[src/rtl/sim_exit_device_if.sv]
// Store-path and console-stream signals of the simulation exit device.
// The master side is the CPU/console environment, the slave side is the device.
interface sim_exit_device_if;
  logic        wr_en;
  logic [31:0] wr_addr;
  logic [31:0] wr_data;
  logic        wr_stall;
  logic        cons_valid;
  logic [7:0]  cons_data;
  logic        cons_ready;
  logic        isHalt;
  logic [31:0] ret_val;

  modport master (
    output wr_en, wr_addr, wr_data, cons_ready,
    input  wr_stall, cons_valid, cons_data, isHalt, ret_val
  );

  modport slave (
    input  wr_en, wr_addr, wr_data, cons_ready,
    output wr_stall, cons_valid, cons_data, isHalt, ret_val
  );
endinterface

[src/rtl/sim_exit_device.sv]
// Simulation control device: buffers console bytes written by software, and on an
// exit store (or watchdog expiry) drains the console before raising isHalt with the
// exit code. HALT is sticky until rst_n is asserted.
module sim_exit_device #(
  parameter logic [31:0] EXIT_ADDR    = 32'h8000_0000,
  parameter logic [31:0] CONS_ADDR    = 32'h8000_0002,
  parameter int unsigned DEPTH        = 8,
  parameter int unsigned DRAIN_CYCLES = 4,
  parameter int unsigned MAX_CYCLES   = 500000,
  parameter logic [31:0] TIMEOUT_CODE = 32'hDEAD_0000
) (
  input  logic               clk,
  input  logic               rst_n,
  sim_exit_device_if.slave   bus
);

  localparam int unsigned AW         = $clog2(DEPTH);
  localparam logic [AW:0] PTR_ONE    = (AW+1)'(1);
  localparam logic [AW-1:0] IDX_ONE  = AW'(1);
  localparam bit          WD_EN      = (MAX_CYCLES != 0);
  localparam logic [31:0] WD_LAST    = 32'(MAX_CYCLES) - 32'd1;
  localparam logic [31:0] DRAIN_LAST = 32'(DRAIN_CYCLES) - 32'd1;

  typedef enum logic [1:0] {
    S_RUN,
    S_DRAIN,
    S_HALT
  } state_t;

  state_t      state;
  logic [7:0]  mem [DEPTH];
  logic [AW:0] wr_ptr;
  logic [AW:0] rd_ptr;
  logic [AW:0] occupancy;
  logic [AW-1:0] rd_next_idx;
  logic [7:0]  head;
  logic [31:0] cycle_cnt;
  logic [31:0] idle_cnt;
  logic [31:0] ret_val_q;
  logic        halt_q;

  logic empty;
  logic full;
  logic cons_store;
  logic exit_store;
  logic push;
  logic pop;
  logic wd_expire;

  // One extra pointer bit distinguishes full from empty when the low bits match.
  assign empty       = (wr_ptr == rd_ptr);
  assign full        = (wr_ptr[AW] != rd_ptr[AW]) && (wr_ptr[AW-1:0] == rd_ptr[AW-1:0]);
  assign occupancy   = wr_ptr - rd_ptr;
  assign rd_next_idx = rd_ptr[AW-1:0] + IDX_ONE;

  // Stores only act while running; a pop in the same cycle never frees space for a push.
  assign cons_store = (state == S_RUN) && bus.wr_en && (bus.wr_addr == CONS_ADDR);
  assign exit_store = (state == S_RUN) && bus.wr_en && (bus.wr_addr == EXIT_ADDR);
  assign push       = cons_store && !full;
  assign pop        = !empty && bus.cons_ready;
  assign wd_expire  = WD_EN && (cycle_cnt == WD_LAST);

  assign bus.wr_stall   = cons_store && full;
  assign bus.cons_valid = !empty;
  assign bus.cons_data  = head;
  assign bus.isHalt     = halt_q;
  assign bus.ret_val    = ret_val_q;

  // Console byte storage; contents are only meaningful between the pointers.
  always_ff @(posedge clk) begin
    if (push) begin
      mem[wr_ptr[AW-1:0]] <= bus.wr_data[7:0];
    end
  end

  // FIFO pointers and a registered head byte that already holds the next entry after a pop.
  always_ff @(posedge clk or negedge rst_n) begin
    if (!rst_n) begin
      wr_ptr <= '0;
      rd_ptr <= '0;
      head   <= '0;
    end else begin
      if (push) begin
        wr_ptr <= wr_ptr + PTR_ONE;
      end
      if (pop) begin
        rd_ptr <= rd_ptr + PTR_ONE;
        if (occupancy > PTR_ONE) begin
          head <= mem[rd_next_idx];
        end else if (push) begin
          head <= bus.wr_data[7:0];
        end
      end else if (push && empty) begin
        head <= bus.wr_data[7:0];
      end
    end
  end

  // Run/drain/halt sequencing with watchdog, exit code capture and idle-cycle drain timer.
  always_ff @(posedge clk or negedge rst_n) begin
    if (!rst_n) begin
      state     <= S_RUN;
      cycle_cnt <= '0;
      idle_cnt  <= '0;
      ret_val_q <= '0;
      halt_q    <= 1'b0;
    end else begin
      case (state)
        S_RUN: begin
          cycle_cnt <= cycle_cnt + 32'd1;
          if (exit_store) begin
            ret_val_q <= bus.wr_data;
            idle_cnt  <= '0;
            state     <= S_DRAIN;
          end else if (wd_expire) begin
            ret_val_q <= TIMEOUT_CODE;
            idle_cnt  <= '0;
            state     <= S_DRAIN;
          end
        end
        S_DRAIN: begin
          if (!empty) begin
            idle_cnt <= '0;
          end else begin
            idle_cnt <= idle_cnt + 32'd1;
            if (idle_cnt == DRAIN_LAST) begin
              state  <= S_HALT;
              halt_q <= 1'b1;
            end
          end
        end
        S_HALT: begin
          halt_q <= 1'b1;
        end
        default: begin
          state <= S_RUN;
        end
      endcase
    end
  end

endmodule

[src/flat_wrapper.sv]
// flat-port wrapper written by rule: the top's interface ports become plain ports
module sim_exit_device_flat 
#(
  parameter logic [31:0] EXIT_ADDR    = 32'h8000_0000,
  parameter logic [31:0] CONS_ADDR    = 32'h8000_0002,
  parameter int unsigned DEPTH        = 8,
  parameter int unsigned DRAIN_CYCLES = 4,
  parameter int unsigned MAX_CYCLES   = 500000,
  parameter logic [31:0] TIMEOUT_CODE = 32'hDEAD_0000
)
  (clk, rst_n, bus_wr_en, bus_wr_addr, bus_wr_data, bus_cons_ready, bus_wr_stall, bus_cons_valid, bus_cons_data, bus_isHalt, bus_ret_val);
  sim_exit_device_if bus_i ();
  input  logic clk;
  input  logic rst_n;
  input wire logic [$bits(bus_i.wr_en)-1:0] bus_wr_en;
  input wire logic [$bits(bus_i.wr_addr)-1:0] bus_wr_addr;
  input wire logic [$bits(bus_i.wr_data)-1:0] bus_wr_data;
  input wire logic [$bits(bus_i.cons_ready)-1:0] bus_cons_ready;
  output wire logic [$bits(bus_i.wr_stall)-1:0] bus_wr_stall;
  output wire logic [$bits(bus_i.cons_valid)-1:0] bus_cons_valid;
  output wire logic [$bits(bus_i.cons_data)-1:0] bus_cons_data;
  output wire logic [$bits(bus_i.isHalt)-1:0] bus_isHalt;
  output wire logic [$bits(bus_i.ret_val)-1:0] bus_ret_val;
  assign bus_i.wr_en = bus_wr_en;
  assign bus_i.wr_addr = bus_wr_addr;
  assign bus_i.wr_data = bus_wr_data;
  assign bus_i.cons_ready = bus_cons_ready;
  assign bus_wr_stall = bus_i.wr_stall;
  assign bus_cons_valid = bus_i.cons_valid;
  assign bus_cons_data = bus_i.cons_data;
  assign bus_isHalt = bus_i.isHalt;
  assign bus_ret_val = bus_i.ret_val;
  sim_exit_device #(.EXIT_ADDR(EXIT_ADDR), .CONS_ADDR(CONS_ADDR), .DEPTH(DEPTH), .DRAIN_CYCLES(DRAIN_CYCLES), .MAX_CYCLES(MAX_CYCLES), .TIMEOUT_CODE(TIMEOUT_CODE)) u_core (.clk(clk), .rst_n(rst_n), .bus(bus_i));
endmodule
[config.mk]
export PLATFORM = sky130hd
export DESIGN_NAME = sim_exit_device_flat
export DESIGN_NICKNAME = d
export VERILOG_FILES = /design/src/rtl/sim_exit_device_if.sv /design/src/rtl/sim_exit_device.sv /design/src/flat_wrapper.sv
export SDC_FILE = /design/constraint.sdc
export NUM_CORES = 1
export LEC_CHECK = 0
export ABC_AREA = 1
export BUFFER_PORTS_ARGS = -buffer_cell sky130_fd_sc_hd__buf_4
export CAP_MARGIN = 20
export CORE_AREA = 2 2 116 175
export DETAILED_ROUTE_END_ITERATION = 7
export DIE_AREA = 0 0 118 177
export PLACE_DENSITY = 0.69
export REMOVE_ABC_BUFFERS = 1
export SLEW_MARGIN = 20
export SYNTH_ARGS = -nofsm -noshare
export SYNTH_HDL_FRONTEND = slang
export SYNTH_SLANG_ARGS = --single-unit
export TNS_END_PERCENT = 100
[constraint.sdc]
create_clock -name clk -period 2.4 [get_ports clk]
set_input_delay 0.12 -clock clk [delete_from_list [all_inputs] [get_ports clk]]
set_output_delay 0.12 -clock clk [all_outputs]
set_load 0.005 [all_outputs]
### Word-level counts from Yosys, hierarchy flattened

Memories as Yosys holds them, arrays and structs flattened.
Index checks and enable logic that the tools add are counted.

* memories: 1
* logic and storage cells: 70
* memory bits (writable): 64
* bits of input ports: 68
* register bits after elaboration: 115
* output and inout bits: 43

Memory list
* u_core.mem: words 8, bits a word 8, rd ports 1, clocked after memory_dff 0, write ports 1, RTL line sim_exit_device.sv:31 `logic [7:0] mem [DEPTH];`

* eq/ne operators: 13
* add/sub/neg operators: 6
* $lt $le $gt $ge: 1
* muxes and demuxes: 20
* bitwise logic cells: 1
* reduce and logical (&&, ||, !) cells: 20

Operators with widths (count)
* 32-bit two-way mux: 5
* 32-bit by 1-bit adder with 32-bit output (second input constant): 2
* 32-bit == test (second input constant): 2
* 32-bit case mux with 2 select lines: 1
* 32-bit by 19-bit == test with 1-bit output (second input constant): 1
* 32-bit by 2-bit == test with 1-bit output (second input constant): 1
* 8-bit two-way mux: 4
* 4-bit by 1-bit adder with 4-bit output (second input constant): 2
* 1-bit logical AND: 8
* 2-bit two-way mux: 4
* 2-bit nonzero test: 4
* 2-bit case mux with 3 select lines: 1
* 2-bit AND reduction: 3
* 4-bit == test: 1
* 4-bit by 1-bit > comparator with 1-bit output (second input constant): 1
* 1-bit two-way mux: 4
* 2-bit by 1-bit inequality test with 1-bit output (second input constant): 2
* 4-bit AND reduction: 1
* 4-bit subtractor: 1
* 3-bit by 1-bit adder with 3-bit output (second input constant): 1
* 3-bit == test: 1
* 3-bit by 1-bit inequality test with 1-bit output (second input constant): 1
* 3-bit by 2-bit inequality test with 1-bit output (second input constant): 1
* 3-bit AND reduction: 1
* 7 further kinds: 8

### Longest topological paths before layout

* depth in word-level cells: 7
* gate-level depth with buffers: 12
* gate-level depth less buffers: 12

### Worst setup path after synthesis

No wires, ideal clock.

* kind: register -> register
* start: register u_core.rd_ptr[2]
* end: memory u_core.mem[0][0], enable pin
* buffers on the path: 0
* library setup time: 0.370 ns
* setup slack: 0.303 ns
* cell stages (with the launch flop): 10
* required time: 2.030 ns
* arrival time: 1.726 ns
* clock period less this slack: 2.097 ns
* path through: dfrtp_1 inv_1 ha_1 nand3_1 inv_1 nand2_1 inv_1 nor2_1 nand2_1 nor2_1

* cells in the longest elaborated chain, start to end: 6

Ends and longest elaborated chain
* from (decl): RTL line sim_exit_device.sv:33 `logic [AW:0] rd_ptr;`
* from (signal assigned): RTL line sim_exit_device.sv:87 `rd_ptr <= rd_ptr + PTR_ONE;`
* 3-bit == test: RTL line sim_exit_device.sv:52 `assign full = (wr_ptr[AW] != rd_ptr[AW]) && (wr_ptr[AW-1:0] == rd_ptr[AW-1:0]);`
* 1-bit logical AND: RTL line sim_exit_device.sv:52
* 1-bit zero test: RTL line sim_exit_device.sv:59 `assign push = cons_store && !full;`
* 1-bit logical AND: RTL line sim_exit_device.sv:59
* 1-bit two-way mux: RTL line sim_exit_device.sv:71 `if (push) begin`
* 1-bit two-way mux (not written as such): RTL line sim_exit_device.sv:72 `mem[wr_ptr[AW-1:0]] <= bus.wr_data[7:0];`
* to (decl): RTL line sim_exit_device.sv:31

No other way between the ends.

### Final worst setup path

* start: register u_core.rd_ptr[2]
* end: memory u_core.mem[2][0], enable pin

The elaborated chain is that of the path after synthesis.

==> results.sh <==
export IMPL_outcome="finished, final reports clean"
export IMPL_synth_area_leader="sky130_fd_sc_hd__dfrtp_1"
export IMPL_netlist_area_before_placement_sq_um=9570
export IMPL_layout_cell_share_with_drive_strength_beyond_1=0.132
export IMPL_postRouteAntennaNets=0
export IMPL_avgRoutedWirePerCell_um=14.7
export IMPL_cts_root_to_sink_buffers=2
export IMPL_timing_setup_tns_ns=0
export IMPL_detail_route_first_pass_iterations=5
export IMPL_finalHoldWorstSlack_ns=0.00965
export IMPL_worstPathArrival_ns=2.30
export IMPL_slowest_stage="sky130_fd_sc_hd__dfrtp_1"
export IMPL_dpl_hpwl_um=18300
export IMPL_cts_buffers=17
export IMPL_max_cap_viol_count=0
export IMPL_yosysUniqueCellTypes=38
export IMPL_viasPerCell=5.03
export IMPL_finalSetupViolCount=0
export IMPL_grt_start_max_net_pins=59
export IMPL_flip_flop_cell_with_the_highest_count_after_synthesis="sky130_fd_sc_hd__dfrtp_1"
export IMPL_synth_edff_count=64
export IMPL_crit_fanout=5
export IMPL_post_cts_gate_resize_count=0
export IMPL_power_density_nw_per_um2=708
export IMPL_critical_path_class="flop to flop"
export IMPL_drt_total_wl_um=24700
export IMPL_synth_top_area_frac=0.301
export IMPL_ports=111
export IMPL_initialDrtViolationCount=624
export IMPL_clk_insertion_delay_late_ns=0.44
export IMPL_fin_worst_skew_ns=0.00674
export IMPL_h_tree_level_count=4
export IMPL_drv_slew=0
export IMPL_finalWeightedCongestion=0.957
export IMPL_cp_required_ns=2.56
export IMPL_worstSetupEndpointType="flop"
export IMPL_worstReg2RegStart="u_core.rd_ptr[2]$_DFFE_PN0P_"
export IMPL_n_antenna_cell=0
export IMPL_postLayoutCellArea_sq_um=11600
export IMPL_setup_worst_path_start_class="flop"
export IMPL_grt_overflow_total=0
export IMPL_static_leakage_power_nw=5.69
export IMPL_dieWidth_um=118
export IMPL_crit_path_frequent_cell="sky130_fd_sc_hd__inv_1"
export IMPL_timing_slew_headroom=0.584
export IMPL_detail_route_drc_violations=0
export IMPL_final_hold_viol_count=0
export IMPL_synth_top_cells_by_count="sky130_fd_sc_hd__nand2_1, sky130_fd_sc_hd__inv_1, sky130_fd_sc_hd__nor2_1"
export IMPL_worstHoldPathType="input port to flop"
export IMPL_floorplan_core_area_sq_um=19500
export IMPL_grt_setup_unrepaired="no"
export IMPL_crit_path_cell_trace="inv_1 -> ha_1 -> nand3_1 -> inv_1 -> nand2_1 -> inv_1 -> nor2_1 -> nand2_1 -> nor2_1 -> buf_4"
export IMPL_start_util=0.491
export IMPL_dpl_cell_area_sq_um=10800
export IMPL_cts_tree="done"
export IMPL_clk_root_buffer_cell="sky130_fd_sc_hd__clkbuf_16"
export IMPL_route_vias_total=8450
export IMPL_period_minus_slack_ns=2.14
export IMPL_synthCells=1257
export IMPL_fill_cells=1813
export IMPL_num_rows=63
export IMPL_ys_top_cells_by_area="sky130_fd_sc_hd__dfrtp_1, sky130_fd_sc_hd__edfxtp_1, sky130_fd_sc_hd__nand2_1"
export IMPL_fmax_mhz=466
export IMPL_first_global_vias=8239
export IMPL_critical_path_origin="u_core.rd_ptr[2]$_DFFE_PN0P_"
export IMPL_global_route_wire_length_before_repair_um=40100
export IMPL_proportion_of_synthesized_chip_area_in_sequential_cells=0.502
export IMPL_max_stage_delay_ns=0.41
export IMPL_synthMostInstantiatedCell="sky130_fd_sc_hd__nand2_1"
export IMPL_power_ir_vdd_worst_uv=486
export IMPL_global_route_usage_total=0.245
export IMPL_die_y_um=177
export IMPL_yosysWarnings=0
export IMPL_clock_sinks=179
export IMPL_clk_transition_reported_paths_ns=0.07
export IMPL_port_buffers=110
export IMPL_dieArea_sq_um=20900
export IMPL_finish_net_count=1482
export IMPL_cts_repair_timing_setup_buffer_count=0
export IMPL_syn_avg_cell_area_sq_um=7.61
export IMPL_postSynthRegisterBits=179
export IMPL_min_period_over_period=0.894
export IMPL_hold_start="bus_wr_data[1]"
export IMPL_asyncSetResetFlopFracSynth=0.642
export IMPL_number_of_antenna_violations_at_the_first_check_in_global_routing=0
export IMPL_synthesis_to_finish_area_growth_pct=21.1
export IMPL_max_slew_worst_pin_slew_ns=0.624
[cell usage in the layout, fill, tap and decap left out, types with 7 or more instances in the layout]
cell type / instances
sky130_fd_sc_hd__o21ai_0: 15
sky130_fd_sc_hd__xor2_1: 23
sky130_fd_sc_hd__edfxtp_1: 64
sky130_fd_sc_hd__inv_1: 150
sky130_fd_sc_hd__nand2_1: 486
sky130_fd_sc_hd__nor3_1: 27
sky130_fd_sc_hd__dfrtp_1: 115
sky130_fd_sc_hd__nor2_2: 7
sky130_fd_sc_hd__nor2_1: 138
sky130_fd_sc_hd__a21oi_1: 11
sky130_fd_sc_hd__clkbuf_16: 17
sky130_fd_sc_hd__nand3b_1: 17
sky130_fd_sc_hd__xnor2_1: 7
sky130_fd_sc_hd__nand4_1: 20
sky130_fd_sc_hd__buf_4: 134
sky130_fd_sc_hd__ha_1: 7
sky130_fd_sc_hd__nand3_1: 111
sky130_fd_sc_hd__dlygate4sd3_1: 22
[cells by family (layout without fill, tap and decap cells)]
group,after synthesis,after routing,synth area share
fa+ha+maj,8,8,0.0112
compound gates,33,33,0.0194
flops,179,179,0.502
xor+xnor,31,31,0.0292
simple gates,823,823,0.365
buf+inv,183,345,0.0737
[through the flow]
| step | util | worst slack, ns | instances | total power [mW] |
|---|---|---|---|---|
| final | 0.595 | 0.255 | 1679 | 8.20 |
| after global routing | 0.595 | 0.0271 | 1679 | 8.67 |
| after CTS | 0.595 | 0.250 | 1678 | 8.23 |
| after detailed placement | 0.555 | 0.256 | 1625 | 5.48 |
| after global placement | 0.555 | 0.248 | 1625 | 5.47 |
| after floorplan | - | -0.0886 | 1230 | 4.69 |
[report_power, final]
part / internal, mW / leakage (nW) / total [mW] / switching, mW
logic: 0.765 / 3.28 / 2.14 / 1.38
registers: 3.26 / 2.14 / 3.34 / 0.0733
clock network: 1.47 / 0.269 / 2.73 / 1.25
total: 5.50 / 5.69 / 8.20 / 2.70
[routing by layer]
layer	share of wire	GRT usage	up-vias
met2	0.53	0.444	246
met3	0.042	0.0419	73
met1	0.39	0.274	3887
met4	0.043	0.129	0
li1	-	-	4244
met5	0	0	-
[sequential cells by signal, summed over array words and instances (netlist names)]
| name | cells |
|---|---|
| u_core.mem | 64 |
| u_core.bus.ret_val | 32 |
| u_core.cycle_cnt | 32 |
| u_core.idle_cnt | 32 |
| u_core.bus.cons_data | 8 |
| u_core.rd_ptr | 4 |
| u_core.wr_ptr | 4 |
| u_core.state | 2 |
| u_core.bus.isHalt | 1 |
[worst max-delay path: cells and delay by family, from the launching register on]
family,cells,cell delay [ns]
simple gates,5,0.76
buf+inv,4,0.35
flops,1,0.41
fa+ha+maj,1,0.35
[final cells by class]
class / count / area (sq um) / share of cell area
clock buffers: 19 / 443 / 0.0382
clock inverters: 13 / 125 / 0.0108
inverters: 156 / 586 / 0.0505
multi-input cells: 895 / 4060 / 0.351
flip-flops and latches: 179 / 4800 / 0.414
well taps: 260 / 325 / 0.0281
repair buffers: 157 / 1250 / 0.108
[timing repair]
| action | CTS | global route |
|---|---|---|
| hold buffers | 21 | 1 |
| endpoints found under the hold margin | 80 | 2 |
| setup endpoints to repair | 0 | 0 |
[worst paths after layout]
kind	slack (ns)	end	cells past startpoint
setup / recovery	0.26	u_core.mem[2][0]$_DFFE_PP_	10
hold / removal	0.01	u_core.mem[1][1]$_DFFE_PP_	1
min in group asynchronous	0.24	u_core.idle_cnt[18]$_DFFE_PN0P_	2
hold reg to reg	0.47	u_core.bus.ret_val[16]$_DFFE_PN0P_	2
max in group asynchronous	1.41	u_core.bus.ret_val[13]$_DFFE_PN0P_	3
setup reg to reg	0.26	u_core.mem[2][0]$_DFFE_PP_	10
Power figures use the tool's default switching activity.
